**config.mk**
```make
export PLATFORM = sky130hd
export DESIGN_NAME = mem_wb
export DESIGN_NICKNAME = d
export VERILOG_FILES = /design/src/rtl/mem_wb.sv
export SDC_FILE = /design/constraint.sdc
export NUM_CORES = 1
export LEC_CHECK = 0
export CORE_MARGIN = 10
export CORE_UTILIZATION = 35
export DETAILED_ROUTE_END_ITERATION = 7
export PLACE_DENSITY = 0.65
export SLEW_MARGIN = 20
export SYNTH_ARGS = -nofsm -noshare
export SYNTH_HDL_FRONTEND = slang
export SYNTH_SLANG_ARGS = --single-unit
```
**constraint.sdc**
```tcl
create_clock -name clk -period 4.9 [get_ports clk]
set_input_delay 0.98 -clock clk [delete_from_list [all_inputs] [get_ports clk]]
set_output_delay 0.98 -clock clk [all_outputs]
set_load 0.03 [all_outputs]
```
**src/rtl/mem_wb.sv**
```systemverilog
// mem_wb : MEM/WB pipeline register with load data alignment and RAM wait handling.
//
// Holds one latched instruction from the MEM stage and presents the register-file
// write for it. Loads are aligned and extended from the RAM read word. While an
// aligned load waits for ram_ready, the stage stalls the upstream pipeline. A load
// that waits TIMEOUT cycles is dropped with a one-cycle bus_error.
//
// Ports:
//   clk, rst                  clock, asynchronous active-low reset
//   stall, flush              pipeline hold request / bubble insertion
//   mem_*_flag_in, mem_sel_in access flags and size (0001 byte, 0011 half, 1111 word)
//   result_in                 ALU result, byte address for loads
//   reg_write_en_in/_addr_in  destination register from MEM
//   current_pc_addr_in        PC of the instruction
//   ram_read_data, ram_ready  RAM read word and its valid flag
//   reg_write_en_out/_addr_out, reg_write_data   register-file write port
//   current_pc_addr_out       latched PC (debug)
//   wb_stall_req              stall request to all upstream stages
//   load_misalign, bus_error  one-cycle error indications
module mem_wb #(
   parameter int unsigned TIMEOUT = 16
) (
   input  logic        clk,
   input  logic        rst,
   input  logic        stall,
   input  logic        flush,
   input  logic        mem_read_flag_in,
   input  logic        mem_write_flag_in,
   input  logic        mem_ext_flag_in,
   input  logic [3:0]  mem_sel_in,
   input  logic [31:0] result_in,
   input  logic        reg_write_en_in,
   input  logic [4:0]  reg_write_addr_in,
   input  logic [31:0] current_pc_addr_in,
   input  logic [31:0] ram_read_data,
   input  logic        ram_ready,
   output logic        reg_write_en_out,
   output logic [4:0]  reg_write_addr_out,
   output logic [31:0] reg_write_data,
   output logic [31:0] current_pc_addr_out,
   output logic        wb_stall_req,
   output logic        load_misalign,
   output logic        bus_error
);

   typedef enum logic [1:0] {IDLE, WAIT, ERR} state_t;

   localparam logic [7:0] TIMEOUT_CNT = 8'(TIMEOUT);

   // Latched instruction
   logic        v_read, v_write, v_ext, v_reg_write_en;
   logic [3:0]  v_sel;
   logic [31:0] v_result, v_pc;
   logic [4:0]  v_reg_write_addr;

   state_t      state, state_next;
   logic [7:0]  cnt, cnt_next;
   logic        advance;

   logic        load_ok;
   logic [7:0]  byte_val;
   logic [15:0] half_val;
   logic [31:0] load_data;

   // The store flag is latched with the rest of the instruction, but a store needs
   // no write-back action, so nothing downstream consumes it.
   logic        unused_store;
   assign unused_store = v_write;

   assign advance = !stall && !wb_stall_req;

   // NOTE: every register here is plain flop state, so all of it is cleared by
   // the asynchronous reset; sequential state is written with <= only.
   always_ff @(posedge clk or negedge rst) begin
      if (!rst) begin
         v_read           <= 1'b0;
         v_write          <= 1'b0;
         v_ext            <= 1'b0;
         v_sel            <= 4'd0;
         v_result         <= 32'd0;
         v_reg_write_en   <= 1'b0;
         v_reg_write_addr <= 5'd0;
         v_pc             <= 32'd0;
      end else if (advance) begin
         if (flush) begin
            v_read           <= 1'b0;
            v_write          <= 1'b0;
            v_ext            <= 1'b0;
            v_sel            <= 4'd0;
            v_result         <= 32'd0;
            v_reg_write_en   <= 1'b0;
            v_reg_write_addr <= 5'd0;
            v_pc             <= 32'd0;
         end else begin
            v_read           <= mem_read_flag_in;
            v_write          <= mem_write_flag_in;
            v_ext            <= mem_ext_flag_in;
            v_sel            <= mem_sel_in;
            v_result         <= result_in;
            v_reg_write_en   <= reg_write_en_in;
            v_reg_write_addr <= reg_write_addr_in;
            v_pc             <= current_pc_addr_in;
         end
      end
   end

   always_ff @(posedge clk or negedge rst) begin
      if (!rst) begin
         state <= IDLE;
         cnt   <= 8'd0;
      end else begin
         state <= state_next;
         cnt   <= cnt_next;
      end
   end

   // Load alignment and lane extraction
   always_comb begin
      // NOTE: defaults first so every path assigns every output (no latches).
      load_ok   = 1'b0;
      load_data = ram_read_data;
      byte_val  = ram_read_data[8*v_result[1:0] +: 8];
      half_val  = v_result[1] ? ram_read_data[31:16] : ram_read_data[15:0];
      case (v_sel)
         4'b0001: begin
            load_ok   = 1'b1;
            load_data = {{24{v_ext & byte_val[7]}}, byte_val};
         end
         4'b0011: begin
            load_ok   = !v_result[0];
            load_data = {{16{v_ext & half_val[15]}}, half_val};
         end
         4'b1111: load_ok = (v_result[1:0] == 2'b00);
         default: load_ok = 1'b0;
      endcase
   end

   // FSM next state and write-back outputs
   always_comb begin
      state_next       = IDLE;
      cnt_next         = 8'd0;
      wb_stall_req     = 1'b0;
      load_misalign    = 1'b0;
      bus_error        = 1'b0;
      reg_write_en_out = 1'b0;
      reg_write_data   = 32'd0;
      case (state)
         ERR: bus_error = 1'b1;
         default: begin
            if (v_read && !load_ok) begin
               load_misalign = 1'b1;
            end else if (v_read && !ram_ready) begin
               wb_stall_req = 1'b1;
               cnt_next     = cnt + 8'd1;
               state_next   = (cnt_next == TIMEOUT_CNT) ? ERR : WAIT;
            end else if (v_read) begin
               reg_write_en_out = v_reg_write_en;
               reg_write_data   = load_data;
            end else begin
               reg_write_en_out = v_reg_write_en;
               reg_write_data   = v_result;
            end
         end
      endcase
   end

   assign reg_write_addr_out  = v_reg_write_addr;
   assign current_pc_addr_out = v_pc;

endmodule

```
[Word-level counts from Yosys, hierarchy flattened]
Cells that the tools add are included.
Storage, ports and cells
  register bits: 86
  bits in latches: 0
  memory bits (writable): 0
  ROM bits: 0
  bits of input ports: 114
  memories: 0
Operators by class
  $add $sub $neg: 1
  multiply operators: 0
  divide/modulo/power cells: 0
  $lt $le $gt $ge: 0
  equality and inequality tests: 5
  shift operators: 1
  mux-type cells: 30
  bitwise logic cells: 2
  reductions and logical operators: 9
Operators by type and width (count)
  $mux 32: 6
  $pmux 32 s2: 1
  $shiftx 32x6->8: 1
  $mux 8: 3
  $mux 16: 1
  $mux 1: 12
  $add 8x1->8 const B: 1
  $eq 8x5->1 const B: 1
  $mux 2: 4
  $logic_not 1->1: 5
  $mux 5: 1
  $eq 4x1->1 const B: 1
  $eq 4x2->1 const B: 1
  $eq 4x4->1 const B: 1
  $mux 4: 1
  $logic_and 1x1->1: 3
  $pmux 1 s3: 1
  $and 1x1->1: 2
  $eq 2x2->1 const B: 1
  $logic_not 2->1: 1

[Depth between registers and ports, before layout]
  depth in word-level cells: 8
  mapped depth: 7

[Worst setup path after synthesis]
No wires, ideal clock.
  kind: input-to-output
  start: in ram_ready
  end: out reg_write_data[3]
  arrival time: 2.535 ns
  required time: 3.920 ns
  path slack: 1.385 ns
  stages on the path: 4
  buffers on the path: 1
  cells stage by stage: nand2_1 > a221o_1 > buf_2 > nor4_1
On the way
  word-level cells in the longest chain between the ends: 5
RTL lines
  start: declaration: RTL line 36  | input logic ram_ready,
  $logic_not 1->1: RTL line 152  | end else if (v_read && !ram_ready) begin
  $logic_and 1x1->1: RTL line 152
  $mux 32: RTL line 152
  $mux 32: RTL line 150  | if (v_read && !load_ok) begin
  $mux 32: RTL line 147  | case (state)
  end: declaration: RTL line 39  | output logic [31:0] reg_write_data,
No other way between the ends.

[Worst setup path in the final report]
  start: in ram_read_data[7]
  end: out reg_write_data[15]
On the way
  word-level cells in the longest chain between the ends: 7
RTL lines
  start: declaration: RTL line 35  | input logic [31:0] ram_read_data,
  $shiftx 32x6->8: RTL line 122  | byte_val = ram_read_data[8*v_result[1:0] +: 8];
  $and 1x1->1: RTL line 127  | load_data = {{24{v_ext & byte_val[7]}}, byte_val};
  $pmux 32 s2: RTL line 124  | case (v_sel)
  $mux 32: RTL line 156  | end else if (v_read) begin
  $mux 32: RTL line 152
  $mux 32: RTL line 150
  $mux 32: RTL line 147
No other way between the ends.

==> reports/results.ini <==
[run_status]
status = finished, final reports clean

[clock_tree]
holdBufCountCts = 0
clk_latency_ns = 0.34
cts_sinks = 86
cts.repair.resized = 0
clk_pin_slew_worst_paths_ns = 0.06
cts_tree = yes
clock-root-buffer = clkbuf_16
clk_path_buf_depth = 2
cts.htree.levels = 3
cts_setup_buffers = 0
numCtsBuffers = 9

[cells_and_area]
fillCellCount = 1219
syn2layout_area_growth_pct = 46.52
fin_cells = 826
fin_nets = 760
drive_gt1_share_pct = 6.163
final_core_util_pct = 52.90

[timing]
worst_pin_slew_ns = 0.8781
hold_violations = 0
fin_crit_sh_pct = 87.34
fin_skew_ns = 0.008673
fmaxAchievable_mhz = 233.7
finalCriticalPeriod_ns = 4.280
fin_tns_setup_ns = 0
whs_ns = 0.5034
rsz0062_at_grt = false
max_slew_margin_pct = 41.46
setup_violations = 0
slew_violations = 0
fin_ws_ns = 0.6203

[routing]
via_count = 4662
dr_wl_met3_microns = 1787
ant_nets = 0
route.met2.wl_microns = 8071
drtPass1Iterations = 5
detail_route.iter0.violations = 362
drc_errors = 0
viasPerCell = 5.644
wl_per_cell_microns = 21.47
wl_met1_microns = 7630
wl_microns = 17740
top_layer = met4

[floorplanning]
die_x_microns = 137.6
dieHeight_microns = 137.6
die-area_sq_um = 18930
initial_core_util_pct = 36.11
core_sq_um = 13400
io_pins = 187
rows = 42

[placed_design]
pre_cts_ws_ns = 0.6141
placed_cells = 810
gp_congestion = 0.8604
dp_hpwl_microns = 12300
portBuffers = 185

[grt]
grt_pass1_vias = 4743
grt_pass1_wl_microns = 27180
overflow = 0
grt_util_all_layers_pct = 18.22
grt_max_degree = 87
grt_antenna_before_repair = 1

[yosys]
ys_top_cells_by_area = dfrtp_1 44%, a22o_1 12%, nor3b_1 10%
ys_warn_count = 0
yosysTopAreaCellShare_pct = 44.48
syn_area_sq_um = 4838
synth-seq-cells = 86
synth_cells = 490
synth_flop_cell = dfrtp_1
synth_edf_count = 0
syn_avg_cell_area_sq_um = 9.874
synth_nets = 605
seq_area_frac_synth_pct = 44.48
yosysUniqueCellTypes = 47
synth.largest_area_cell = dfrtp_1
ys_async_sr_fraction_pct = 100.0

[worst_setup_path]
path_max_fanout = 6
crit_required_ns = 3.92
reg2reg_to = current_pc_addr_out[2]$_DFFE_PN0P_
critPathSlowestCell = clkdlybuf4s50_1
path_common_cell = clkdlybuf4s50_1
path_cells = clkdlybuf4s50_1, mux4_2, nand3_1, nor2b_1, a221oi_1, clkdlybuf4s50_1
startpoint_type = input pin
reg2regPathDepth = 5
end_kind = output port
r2r-start = v_sel[1]$_DFFE_PN0P_
rrSetupSlack_ns = 2.23
crit_arrival_ns = 3.30
cpPeakStageDelay_ns = 0.64
path_class = in -> out

[worst_hold_path]
min_path_cells = 1
min_path_type = reg -> reg
whs_endpoint = current_pc_addr_out[31]$_DFFE_PN0P_
min-delay-start = current_pc_addr_out[31]$_DFFE_PN0P_

[power]
power_density_nw_per_um2 = 305.4
cellLeakagePower_nw = 2.901
ir_worst_vdd_uv = 137.5

[flow_run]
cap_violations = 0

metrics by stage:
stage | power [mW] | area, sq um
floorplan | 1.129 | 4838
global placement | 1.416 | 6759
detailed placement | 1.423 | 6759
CTS | 2.185 | 7083
global route | 2.259 | 7089
finish | 2.165 | 7089
routing by layer:
layer	up-vias	global-route usage [%]
met3	17	5.280
met1	2310	24.05
met5	-	0
met4	0	5.738
met2	192	28.07
li1	2143	-
worst max-delay path, delay by kind of cell:
| family | cells | cell delay, ns |
|---|---|---|
| AOI/OAI and AO/OA | 1 | 0.18 |
| and+or+nand+nor | 2 | 0.54 |
| muxes | 1 | 0.50 |
| buffers and inverters | 2 | 1.10 |
power by group:
group	switching, mW	internal [mW]
combinational	0.327	0.287
clock	0.281	0.472
sequential	0.0367	0.760
total	0.645	1.52
cell type report:
class / instances / area, sq um / area share, %
Tap cell: 176 / 220.2 / 3.106
Inverter: 8 / 30.03 / 0.4236
Antenna cell: 1 / 2.502 / 0.03530
Sequential cell: 86 / 2152 / 30.36
Clock buffer: 12 / 256.5 / 3.618
Clock inverter: 3 / 67.56 / 0.9531
Timing Repair Buffer: 195 / 1918 / 27.06
Multi-Input combinational cell: 345 / 2442 / 34.45
placed cells by master (no fill, tap or decap), types with 3 or more instances in the layout:
cell             instances
a21oi_1                 38
a221o_1                  4
a221oi_1                 6
a22o_1                  65
a32o_1                   6
and3_1                  20
buf_4                   10
clkbuf_16                9
clkdlybuf4s50_1        182
dfrtp_1                 86
inv_1                    8
mux2_2                   7
mux2i_1                  8
nand2_1                 23
nand2b_1                 8
nand3_1                  7
nand3b_1                 3
nand4b_1                 3
nor2_1                  22
nor2b_1                  6
nor3_1                   7
nor3b_1                 66
nor4_1                   5
o21ai_0                  7
o22ai_1                  4
xor2_1                   4
state kept, by name (all words and copies together) (netlist names), 2 cells and up:
register,count
state,2
v_result,32
reg_write_addr_out,5
cnt,8
current_pc_addr_out,32
v_sel,4
cells in the mapped netlist, drive strengths merged (2+ instances only):
| library cell | n |
|---|---|
| nor3 | 7 |
| a221o | 4 |
| a22o | 65 |
| xnor2 | 2 |
| a211o | 2 |
| o21ai | 8 |
| and3 | 20 |
| dfrtp | 86 |
| mux4 | 2 |
| nand2b | 8 |
| or4b | 2 |
| and2 | 2 |
| nand2 | 23 |
| or2 | 2 |
| a221oi | 6 |
| buf | 20 |
| mux2 | 7 |
| a32o | 6 |
| a21oi | 38 |
| nor2 | 22 |
| nor3b | 66 |
| nor4 | 5 |
| mux2i | 8 |
| nand4b | 3 |
| clkbuf | 31 |
| inv | 8 |
| nor2b | 6 |
| nand3 | 7 |
| nand3b | 3 |
| xor2 | 4 |
| o22ai | 4 |
worst max-delay path by stage:
stage | startpoint | end | slack [ns] | cells after the start
after floorplan | ram_ready | reg_write_data[3] | 1.38 | 4
after global placement | ram_read_data[7] | reg_write_data[15] | 0.61 | 6
after detailed placement | ram_read_data[23] | reg_write_data[15] | 0.61 | 6
after CTS | ram_read_data[7] | reg_write_data[15] | 0.61 | 6
after global routing | ram_read_data[7] | reg_write_data[15] | 0.49 | 6
final | ram_read_data[7] | reg_write_data[15] | 0.62 | 6
cells by family (layout without fill, tap and decap cells):
kind of cell / after synthesis / count (layout) / synth area share [%]
AND/OR/NAND/NOR: 180 / 180 / 22.81
AO/OA/AOI/OAI: 141 / 141 / 21.96
flip-flops: 86 / 86 / 44.48
buffers and inverters: 59 / 218 / 5.198
multiplexers: 17 / 17 / 4.215
XOR/XNOR: 6 / 6 / 1.086
adder cells (fa/ha/maj): 1 / 1 / 0.2586
other: 0 / 1 / 0
No activity file was read; power rests on OpenSTA's default activity.
==> patch, RTL diff (config.mk and constraints unchanged) <==
Register the output `bus_error`; this adds one clock of latency there. The other outputs are not delayed to match. Comments in the files are not updated.
--- a/src/rtl/mem_wb.sv
+++ b/src/rtl/mem_wb.sv
@@ -46,6 +46,8 @@
    typedef enum logic [1:0] {IDLE, WAIT, ERR} state_t;
 
    localparam logic [7:0] TIMEOUT_CNT = 8'(TIMEOUT);
+
+   logic bus_error_d;
 
    // Latched instruction
    logic        v_read, v_write, v_ext, v_reg_write_en;
@@ -141,11 +143,11 @@
       cnt_next         = 8'd0;
       wb_stall_req     = 1'b0;
       load_misalign    = 1'b0;
-      bus_error        = 1'b0;
+      bus_error_d      = 1'b0;
       reg_write_en_out = 1'b0;
       reg_write_data   = 32'd0;
       case (state)
-         ERR: bus_error = 1'b1;
+         ERR: bus_error_d = 1'b1;
          default: begin
             if (v_read && !load_ok) begin
                load_misalign = 1'b1;
@@ -167,5 +169,9 @@
    assign reg_write_addr_out  = v_reg_write_addr;
    assign current_pc_addr_out = v_pc;
 
+   always_ff @(posedge clk) begin
+      bus_error <= bus_error_d;
+   end
+
 endmodule
 
Behaviour: same outputs for any inputs over 4 cycles, from zero or initial values and one cycle with rst low; that may be too few to reach the edited logic, so the function may still have changed.
==> patch against the unedited design <==
  * Design area increased by 0.51%
  * Cell count grew 0.24%
  * First-iteration DRC count increased by 9.1%
  * Clock power is 2% lower
  * Sequential cell count up 1
  * Setup slack lost 130 ps
  * Area after synthesis up 0.41%
  * Routed wire length increased by 1.7%
  * Die area up 0.36%
  * Power is 0.36% lower
  * Critical endpoint unchanged
  * Largest power group unchanged
  * Highest routed layer unchanged
==> patch: results (changes against the unedited design) <==
status = complete, no violations
WP data arrival = 3430 ps (+130 ps)
WL per Instance = 21.8 um (+1.4%)
post-DP HPWL = 12600 um (+2.8%)
GRT Overall Usage = 0.184 (+0.00193)
total inserted antenna cells = 0 (-1)
Net Switching = 657 uW (+1.8%)
Leak = 0.00292 uW (+0.70%)
grt met3 use = 0.0601 (+0.00728)
worst slew pin tran = 921 ps (+43.0 ps)
vias in the first global route = 4794 (+1.1%)
layout cells sized above 1 = 0.0660 (+0.00432)
Layout Nets = 763 (+0.39%)
initial antenna violation count = 0 (-1)
WL met3 = 1720 um (-3.6%)
routing usage on met2 = 0.287 (+0.00639)
Vias/cell = 5.72 (+1.3%)
register area share after synthesis = 0.447 (+0.00229)
first-pass GRT wire length = 27400 um (+0.91%)
Metal-1 WL = 7710 um (+1.0%)
Layout Skew = 4.57 ps (-4.11 ps)
Starting DRT DRC Count = 395 (+9.1%)
ys async rst share = 0.989 (-0.0115)
GR Util met1 = 0.239 (-0.00179)
pin count of the biggest net entering global routing = 81 (-6.9%)
## patch: cell types whose count changed in the layout (fill, tap and decap cells not counted), sizes merged
cell / change
clkbuf: -3
buf: +2
diode: -1
dfxtp: +1
clkinv: +3
## patch: kinds of logic (layout without fill, tap and decap cells)
logic type | count (synthesis) | count (layout) | synth area share
compound gates | 141 | 141 | 0.219
xor+xnor | 6 | 6 | 0.0108
fa+ha+maj | 1 | 1 | 0.00257
buf+inv | 59 | 220 | 0.0518
flops | 87 | 87 | 0.447
mux | 17 | 17 | 0.0420
simple gates | 180 | 180 | 0.227
## patch: power groups by stage
stage	Combinational (uW)	Clock [uW]	Sequential (uW)
floorplan	282	0	855
global placement	607	0	816
global route	653	785	812
CTS	615	753	804
detailed placement	612	0	817
finish	615	738	805
## patch: worst paths after layout
kind	from	endpoint	slack, ps	depth (start not counted)
min in group asynchronous	rst	v_result[27]$_DFFE_PN0P_	730	1
worst min-delay path	reg_write_addr_out[4]$_DFFE_PN0P_	reg_write_addr_out[4]$_DFFE_PN0P_	500	1
worst max-delay path	ram_read_data[15]	reg_write_data[15]	490	6
worst max register to register	v_sel[1]$_DFFE_PN0P_	current_pc_addr_out[11]$_DFFE_PN0P_	2380	6
max in group asynchronous	rst	cnt[6]$_DFF_PN0_	3300	2
worst min register to register	reg_write_addr_out[4]$_DFFE_PN0P_	reg_write_addr_out[4]$_DFFE_PN0P_	500	1
## patch: area by class of cell
type,instances,area [um^2]
Inverter,8,30.0
Sequential cell,87,2170
Timing Repair Buffer,197,1950
Tap cell,176,220
Clock buffer,9,225
Clock inverter,6,86.3
Fill cell,1208,6270
Multi-Input combinational cell,345,2440
## patch: through the flow
stage	area (um^2)	std cells
finish	7130	828
global route	7130	828
CTS	7100	827
detailed placement	6790	812
global placement	6790	812
floorplan	4860	491
